[src/rtl/spi_pkg.sv]
// Shared SPI definitions used by both the mode 0 master and slave blocks.
package spi_pkg;

  typedef enum logic {
    IDLE  = 1'b0,
    SHIFT = 1'b1
  } spi_rx_state_t;

  localparam int SPI_DATA_W = 8;

endpackage : spi_pkg

[src/rtl/spi_pin_sync.sv]
// Multi-flop synchronizer for one asynchronous pin, with an optional
// registered rising-edge detect on the synchronized level.
module spi_pin_sync #(
  parameter int   SYNC_STAGES = 2,
  parameter logic RESET_VAL   = 1'b0,
  parameter bit   RISE_EN     = 1'b0
) (
  input  logic clk,
  input  logic rst,
  input  logic pin,
  output logic sync,
  output logic rise
);

  logic [SYNC_STAGES-1:0] stages;
  logic                   delayed;
  logic                   rise_q;

  // Shift the pin through the synchronizer chain and register the edge detect.
  // NOTE: non-blocking assignments let every flop sample the previous value of
  // its neighbour, which is what makes this a chain rather than one flop.
  always_ff @(posedge clk) begin
    if (rst) begin
      stages  <= {SYNC_STAGES{RESET_VAL}};
      delayed <= RESET_VAL;
      rise_q  <= 1'b0;
    end else begin
      stages  <= {stages[SYNC_STAGES-2:0], pin};
      delayed <= stages[SYNC_STAGES-1];
      rise_q  <= RISE_EN ? (stages[SYNC_STAGES-1] & ~delayed) : 1'b0;
    end
  end

  assign sync = stages[SYNC_STAGES-1];
  assign rise = rise_q;

endmodule : spi_pin_sync

[src/rtl/spi_mode0_slave_rx.sv]
// SPI mode 0 slave receiver: oversampled pins, MSB-first shift on SCLK rising
// edges, one-entry valid/ready holding register, framing and overrun flags.
module spi_mode0_slave_rx
  import spi_pkg::*;
#(
  parameter int DATA_W      = SPI_DATA_W,
  parameter int SYNC_STAGES = 2
) (
  input  logic              clk,
  input  logic              rst,
  input  logic              sclk,
  input  logic              cs,
  input  logic              di,
  output logic [DATA_W-1:0] rx_data,
  output logic              rx_valid,
  input  logic              rx_ready,
  output logic              overrun,
  output logic              frame_err,
  output logic              busy
);

  localparam int                CNT_W    = $clog2(DATA_W);
  localparam logic [CNT_W-1:0]  LAST_BIT = CNT_W'(DATA_W - 1);

  logic              sclk_s;
  logic              sclk_rise;
  logic              cs_s;
  logic              cs_rise;
  logic              di_s;
  logic              di_rise;
  spi_rx_state_t     state;
  logic [CNT_W-1:0]  bit_cnt;
  logic [DATA_W-1:0] shift;
  logic [DATA_W-1:0] next_word;
  logic              unused_ok;

  spi_pin_sync #(.SYNC_STAGES(SYNC_STAGES), .RESET_VAL(1'b0), .RISE_EN(1'b1)) u_sclk_sync (
    .clk (clk),
    .rst (rst),
    .pin (sclk),
    .sync(sclk_s),
    .rise(sclk_rise)
  );

  // Chip select idles high, so its chain resets high to avoid a false frame start.
  spi_pin_sync #(.SYNC_STAGES(SYNC_STAGES), .RESET_VAL(1'b1), .RISE_EN(1'b0)) u_cs_sync (
    .clk (clk),
    .rst (rst),
    .pin (cs),
    .sync(cs_s),
    .rise(cs_rise)
  );

  spi_pin_sync #(.SYNC_STAGES(SYNC_STAGES), .RESET_VAL(1'b0), .RISE_EN(1'b0)) u_di_sync (
    .clk (clk),
    .rst (rst),
    .pin (di),
    .sync(di_s),
    .rise(di_rise)
  );

  // The shift MSB is never read: a completed word is taken from next_word.
  assign unused_ok = ^{sclk_s, cs_rise, di_rise, shift[DATA_W-1]};

  assign next_word = {shift[DATA_W-2:0], di_s};
  assign busy      = (state == SHIFT);

  // Framing FSM, shift register and output holding register.
  always_ff @(posedge clk) begin
    if (rst) begin
      state     <= IDLE;
      bit_cnt   <= '0;
      shift     <= '0;
      rx_data   <= '0;
      rx_valid  <= 1'b0;
      overrun   <= 1'b0;
      frame_err <= 1'b0;
    end else begin
      frame_err <= 1'b0;
      if (rx_valid && rx_ready) begin
        rx_valid <= 1'b0;
      end
      case (state)
        IDLE: begin
          bit_cnt <= '0;
          if (!cs_s) begin
            state <= SHIFT;
          end
        end
        SHIFT: begin
          if (cs_s) begin
            // Deselect wins over a coincident rise; a partial word is dropped.
            state   <= IDLE;
            bit_cnt <= '0;
            shift   <= '0;
            if (bit_cnt != '0) begin
              frame_err <= 1'b1;
            end
          end else if (sclk_rise) begin
            shift <= next_word;
            if (bit_cnt == LAST_BIT) begin
              // A concurrent accept frees the register, so only an unaccepted word overruns.
              rx_data  <= next_word;
              rx_valid <= 1'b1;
              bit_cnt  <= '0;
              if (rx_valid && !rx_ready) begin
                overrun <= 1'b1;
              end
            end else begin
              bit_cnt <= bit_cnt + 1'b1;
            end
          end
        end
        default: state <= IDLE;
      endcase
    end
  end

endmodule : spi_mode0_slave_rx

[config.mk]
export PLATFORM = sky130hd
export DESIGN_NAME = spi_mode0_slave_rx
export DESIGN_NICKNAME = d
export VERILOG_FILES = /design/src/rtl/spi_pkg.sv /design/src/rtl/spi_pin_sync.sv /design/src/rtl/spi_mode0_slave_rx.sv
export SDC_FILE = /design/constraint.sdc
export NUM_CORES = 1
export LEC_CHECK = 0
export ABC_AREA = 1
export CAP_MARGIN = 15
export CORE_ASPECT_RATIO = 1.75
export CORE_MARGIN = 5
export CORE_UTILIZATION = 40
export CTS_CLUSTER_DIAMETER = 150
export DETAILED_ROUTE_END_ITERATION = 12
export DONT_BUFFER_PORTS = 1
export MAX_ROUTING_LAYER = met4
export PLACE_DENSITY = 0.5
export SYNTH_ARGS = -nofsm -noshare
export SYNTH_HDL_FRONTEND = slang
export SYNTH_SLANG_ARGS = --single-unit
[constraint.sdc]
create_clock -name clk -period 3.1 [get_ports clk]
set_input_delay 0.93 -clock clk [delete_from_list [all_inputs] [get_ports clk]]
set_output_delay 0.93 -clock clk [all_outputs]
set_load 0.005 [all_outputs]
# Yosys cells after proc, flatten, opt, wreduce, memory -nomap -nowiden
# Index checks and enable logic that the tools add are counted.
# word_totals
ff_bits,30
inputBits,6
out_inout_bits,12
elab_cells,41
# op_classes
add_sub_neg,1
n_eq_ne,2
muxes,13
bitwise,4
reduce_logical,9
# op_table
cell,n
$mux 7,2
$mux 3,3
$mux 1,7
$pmux 3 s2,1
$reduce_and 5->1,1
$reduce_and 4->1,1
$add 3x1->3 const B,1
$eq 3x3->1 const B,1
$ne 3x1->1 const B,1
$not 1->1,3
$reduce_bool 3->1,1
$reduce_or 3->1,1
$logic_and 1x1->1,2
$reduce_and 2->1,1
$reduce_bool 2->1,1
$and 1x1->1,1
$logic_not 1->1,1

# Depth between registers and ports, before layout
# Gate-level depths: netlist of the first run.
# depth
word_depth,6
mapped_depth,8
depth_no_buf,7

# Hierarchy
# Synthesis of the first run repeated with hierarchy kept, for this count alone.
# hier_totals
hier_cells,148
area_unflattened_um2,1148.6
# by_module_without_submodules
mod,n_inst,cells_per_inst,area_per_inst_um2,seq_area_each_um2
spi_mode0_slave_rx,1,119,897.1,440.4
spi_pin_sync (u_sclk_sync),1,12,115.1,80.1
spi_pin_sync (u_cs_sync),1,9,70.1,40.0
spi_pin_sync (u_di_sync),1,8,66.3,40.0

# Worst setup path before layout of the first run
# OpenSTA, ideal clock, no wires.
# synth_path
path_kind,input-to-reg
start,input port rst
end,register u_cs_sync.stages[0]
setup_time_ps,123
arrival_ps,1388
required_time_ps,2977
path_slack_ps,1589
cell_stages,2
n_path_buf,1
cell_sequence,clkbuf_1 > or2_2
# synth_lines
element,line,rtl
from (decl),spi_mode0_slave_rx.sv:10,"input logic rst,"
to (signal assigned),spi_pin_sync.sv:24,stages <= {SYNC_STAGES{RESET_VAL}};
to (signal assigned),spi_pin_sync.sv:28,"stages <= {stages[SYNC_STAGES-2:0], pin};"
to (decl),spi_pin_sync.sv:15,logic [SYNC_STAGES-1:0] stages;
# No word-level cell between the ends.

# Worst setup path after layout of the first run
# layout_path
start,register state (netlist: busy)
end,output port busy
# layout_lines
element,line,rtl
from (decl),spi_mode0_slave_rx.sv:31,spi_rx_state_t state;
from (signal assigned),spi_mode0_slave_rx.sv:71,state <= IDLE;
from (signal assigned),spi_mode0_slave_rx.sv:87,state <= SHIFT;
from (signal assigned),spi_mode0_slave_rx.sv:93,state <= IDLE;
to (decl),spi_mode0_slave_rx.sv:19,output logic busy
# No word-level cell between the ends.

==> results of run 1 <==
cells in the mapped netlist (2+ instances only):
cell type and count:
inv_1 22, nand3_1 4, clkbuf_1 2, ha_1 4, nor2_1 25, buf_2 3
a21oi_1 13, nand4_1 12, dfxtp_1 30, or2_2 2, nand2_1 25
report_power, final:
part / internal (mW) / switching (mW) / total [mW]
Combinational: 0.00412 / 0.00752 / 0.0116
Sequential: 0.390 / 0.00467 / 0.395
Clock: 0.178 / 0.131 / 0.309
registers in the layout, summed over array words and instances (netlist names), 2 cells and up:
register	flops
u_sclk_sync.stages	2
u_cs_sync.stages	2
u_di_sync.stages	2
shift	7
rx_data	8
bit_cnt	3
stage by stage:
step           instances  worst slack, ns  power [mW]
6_report             177             1.23       0.716
5_1_grt              177             1.15       0.748
4_1_cts              177             1.23       0.730
3_5_place_dp         169             1.54       0.415
3_3_place_gp         169             1.53       0.415
2_1_floorplan        148             1.59       0.416
per-layer routing:
metal,share of wire,routed length (um)
met3,0.056,109
met2,0.50,984
met5,0,0
met1,0.41,808
met4,0.027,53
worst max path at each step:
| stage | endpoint | slack, ns |
|---|---|---|
| floorplan | u_cs_sync.stages[0] | 1.59 |
| global placement | busy | 1.53 |
| detailed placement | busy | 1.54 |
| CTS | busy | 1.23 |
| global route | busy | 1.15 |
| finish | busy | 1.23 |
cell families after synthesis:
group	synth area share
AND/OR/NAND/NOR	0.269
flip-flops	0.519
adder cells (fa/ha/maj)	0.0433
buffers and inverters	0.107
AO/OA/AOI/OAI	0.0606
final cells by class:
type	count	area, um2	area share
multi-input cells	88	432	0.346
clock inverters	1	5.00	0.00401
clock buffers	7	86.3	0.0692
flip-flops and latches	30	601	0.481
inverters	24	90.1	0.0722
well taps	27	33.8	0.0271
==> results.ini, run 1 <==
[run_status]
outcome = finished, final reports clean

[clock_tree]
cts_tree = yes
cts_buffers = 5
cts.sinks = 30
cts_buffer_depth = 2
root_buffer = clkbuf_8
cts_setup_buffers = 0
hold_buffers = 0
ctsResizeCount = 0
cts.clk_slew.worst_paths_ns = 0.06
htree_levels = 2
clk_latency_ns = 0.28

[route]
vias = 861
vias_per_cell = 4.86
drc = 0
routed_wl_um = 1960
wl_per_cell_um = 11.0
first_pass_iters = 4
detail_route.iter0.violations = 21
drt.antenna.violating_nets = 0

[timing]
slew_headroom = 0.636
whs_ns = 0.399
rsz0062_at_grt = no
timing_hold_violations_final = 0
finalCritPeriodShare = 0.604
setup_viol = 0
post-route-min-period_ns = 1.87
clock.fmax_mhz = 534
slew_viol_final = 0
fin_tns_setup_ns = 0
worst_slew_pin_slew_ns = 0.546
skew_ns = 0.00416

[setup_path]
crit_arrival_ns = 0.94
cp_num_cells = 0
reg2reg_from = u_sclk_sync.rise
critical_path_class = reg -> out
crit_path_start = busy
reg2reg_to = rx_data[5]
r2r_slack_ns = 1.64
crit_path_end_kind = output pin
worstPathMaxFanout = 17
reg2reg_depth = 5
cp.required_ns = 2.17
cp-start-kind = flop

[synth]
synth-seq-area-share = 0.519
synth.avg_cell_area_um2 = 7.81
synth_top_area_frac = 0.519
synth_cells = 148
synth.area.top_cells = dfxtp_1 (52%), nand2_1 (8.1%), nor2_1 (8.1%)
synth_edf_count = 0
ys_types = 17
ys_seq_elements = 30
syn_nets = 158
syn_area_mm2 = 0.00116
ys.flop_type = dfxtp_1
yosys_warnings = 0
synth.largest_area_cell = dfxtp_1
synthArstFlopShare = 0

[power_and_ir_drop]
p_leak_nw = 0.470
peakVddDrop_mv = 0.356
power.density_mw_per_mm2 = 574

[cells_and_area]
fillCellCount = 305
diodes = 0
mostFrequentLayoutCell = dfxtp_1
nNetsFinal = 159
final_cell_mix = dfxtp_1 (30), nor2_1 (25), nand2_1 (25)
syn2layout_area_growth_pct = 7.90
layout-drive-gt1-share = 0.0733
final_area_mm2 = 0.00125
fin_util = 0.453

[die]
die_w_um = 50.6
rows = 25
die_h_um = 81.1
start_util = 0.420
die-area_mm2 = 0.00411
io_pins = 18
core-area_mm2 = 0.00275

[worst_hold_path]
hold_path.startpoint = u_sclk_sync.delayed
min_to = u_sclk_sync.rise
hold_path_depth = 1
min_path_type = reg -> reg

[grt]
antenna_found_initial = 0
grt_start_max_net_pins = 23
use_met2 = 0.172
grt_pass1_vias = 768
grt-busiest-layer = met2
grt.total_usage = 0.109
gr-total-overflow = 0
gr-usage-met1 = 0.109
grt_pass1_wl_um = 3280
grt_use_met3 = 0.0440

[run]
cap_violations = 0

[placed_design]
place_hpwl_um = 1400
gp_congestion = 0.777
placed_area_mm2 = 0.00116
numPortBuffers = 0

Note: power is estimated with default switching activity, not from simulation.
==> run 2, diff against run 1 <==
- PLACE_DENSITY: 0.5 -> 0.52
- clock period: 3.1 -> 1.5 ns (I/O delays scaled with it)
==> run 2 against run 1 <==
  * Clock-buffer cell count fell by 1
  * Flip-flop and latch count is the same
  * Worst setup slack got worse by 1.1 ns
  * Global-route usage is 0.54 points higher
  * Register-to-register slack got worse by 1.5 ns
  * Sequential share of layout area fell by 2.1 points
==> results.ini, run 2 (same netlist as run 1, synthesis figures left out) <==
[run_status]
outcome = finished, final reports clean

[run]
cap_violations = 0

[setup_path]
reg2reg_depth = 8
critical_path_buf_inv_count = 1
cpLargestDelayFamily = flip-flops
crit_chain = buf_4
slowest_delay_ns = 0.43
critical_path_class = reg -> out
cp.required_ns = 1.05
reg2reg_from = bit_cnt[0]
crit_path_end_kind = output pin
cp_slowest_cell = dfxtp_1
cp-start-kind = flop
crit_path_start = busy
worstPathMaxFanout = 11
reg2reg_to = rx_data[7]
crit_arrival_ns = 0.93
r2r_slack_ns = 0.17

[die]
core-area_mm2 = 0.00275
die_w_um = 50.6
die-area_mm2 = 0.00411
io_pins = 18
die_h_um = 81.1
start_util = 0.420
rows = 25

[worst_hold_path]
hold_path.startpoint = rst
min_path_type = in -> reg
min_to = shift[6]
hold_path_depth = 1

[cells_and_area]
fillCellCount = 281
largest_reg_flops = 8
nNetsFinal = 166
layout.cells.non_filler = 184
seq_area_um2 = 601
final_cell_mix = dfxtp_1 (30), nor2_1 (25), nand2_1 (25)
biggestRegsByFlops = rx_data x8, shift x7, bit_cnt x3
multi_input_area_um2 = 432
diodes = 0
layout-drive-gt1-share = 0.121
syn2layout_area_growth_pct = 12.8
max_flop_register = rx_data
mostFrequentLayoutCell = dfxtp_1

[route]
vias_per_cell = 4.73
drc = 0
routed_wl_um = 2040
wl_per_cell_um = 11.1
drt.antenna.violating_nets = 0
first_pass_iters = 4
detail_route.iter0.violations = 25
vias = 871

[clock_tree]
cts_setup_buffers = 0
root_buffer = clkbuf_8
cts.clk_slew.worst_paths_ns = 0.06
hold_buffers = 0
clk_latency_ns = 0.28
cts_tree = yes
cts_buffers = 5
cts.sinks = 30
ctsResizeCount = 0
cts_buffer_depth = 2
htree_levels = 2

[timing]
slew_viol_final = 0
slew_headroom = 0.840
timing_hold_violations_final = 0
whs_ns = 0.231
fin_tns_setup_ns = 0
clock.fmax_mhz = 723
rsz0062_at_grt = no
setup_viol = 0
finalCritPeriodShare = 0.922
worst_slew_pin_slew_ns = 0.239
skew_ns = 0.00556
post-route-min-period_ns = 1.38

[grt]
grt_pass1_wl_um = 3390
gr-total-overflow = 0
grt_start_max_net_pins = 23
antenna_found_initial = 0
grt.total_usage = 0.114
grt_pass1_vias = 799

[power_and_ir_drop]
power.density_mw_per_mm2 = 1150
peakVddDrop_mv = 0.733
p_leak_nw = 0.505

[placed_design]
place_hpwl_um = 1450
gp_congestion = 0.774
dp.cells = 173
numPortBuffers = 0

-- run 2: cell types whose count changed in the layout (fill, tap and decap cells not counted) --
| cell | delta |
|---|---|
| buf_4 | +7 |
| clkbuf_1 | -1 |
| clkinvlp_4 | +1 |
-- run 2: worst register-to-register path: stages, from the launching register on --
cell and delay [ns]:
dfxtp_1 0.37, ha_1 0.19, ha_1 0.14, nand2_1 0.09, nor2_4 0.11, buf_4 0.17, nand2_1 0.06, nand2_1 0.06
nor2_1 0.04
-- run 2: routing by layer --
metal  global-route usage  wire length, um
met3               0.0642              140
met1               0.0977              804
met2                0.195             1040
met4               0.0537               44
met5                    -                0
-- run 2: cell type report --
type | instances | area share
Sequential cell | 30 | 0.461
Clock buffer | 6 | 0.0633
Clock inverter | 2 | 0.00960
Multi-Input combinational cell | 88 | 0.331
Timing Repair Buffer | 7 | 0.0403
Inverter | 24 | 0.0691
Tap cell | 27 | 0.0259
-- run 2: stage by stage --
step                area (um2)  utilization  total power, mW  worst slack [ns]
finish                    1300        0.474             1.51             0.116
global route              1300        0.474             1.58            0.0358
CTS                       1280        0.465             1.53            0.0903
detailed placement        1190        0.431            0.863            0.0927
global placement          1190        0.431            0.862             0.138
floorplan                 1160            -            0.859             0.218
-- run 2: power by group --
| part | switching (mW) | internal (mW) | total [mW] |
|---|---|---|---|
| Sequential | 0.00556 | 0.806 | 0.812 |
| Clock | 0.294 | 0.368 | 0.661 |
| Combinational | 0.0200 | 0.0123 | 0.0323 |
| Total | 0.319 | 1.19 | 1.51 |
-- run 2: worst max-delay path by stage --
stage,cells after the start,end,slack (ns)
floorplan,8,rx_data[0],0.22
global placement,7,rx_data[6],0.14
detailed placement,7,rx_data[7],0.09
CTS,7,rx_data[7],0.09
global route,1,busy,0.04
finish,1,busy,0.12
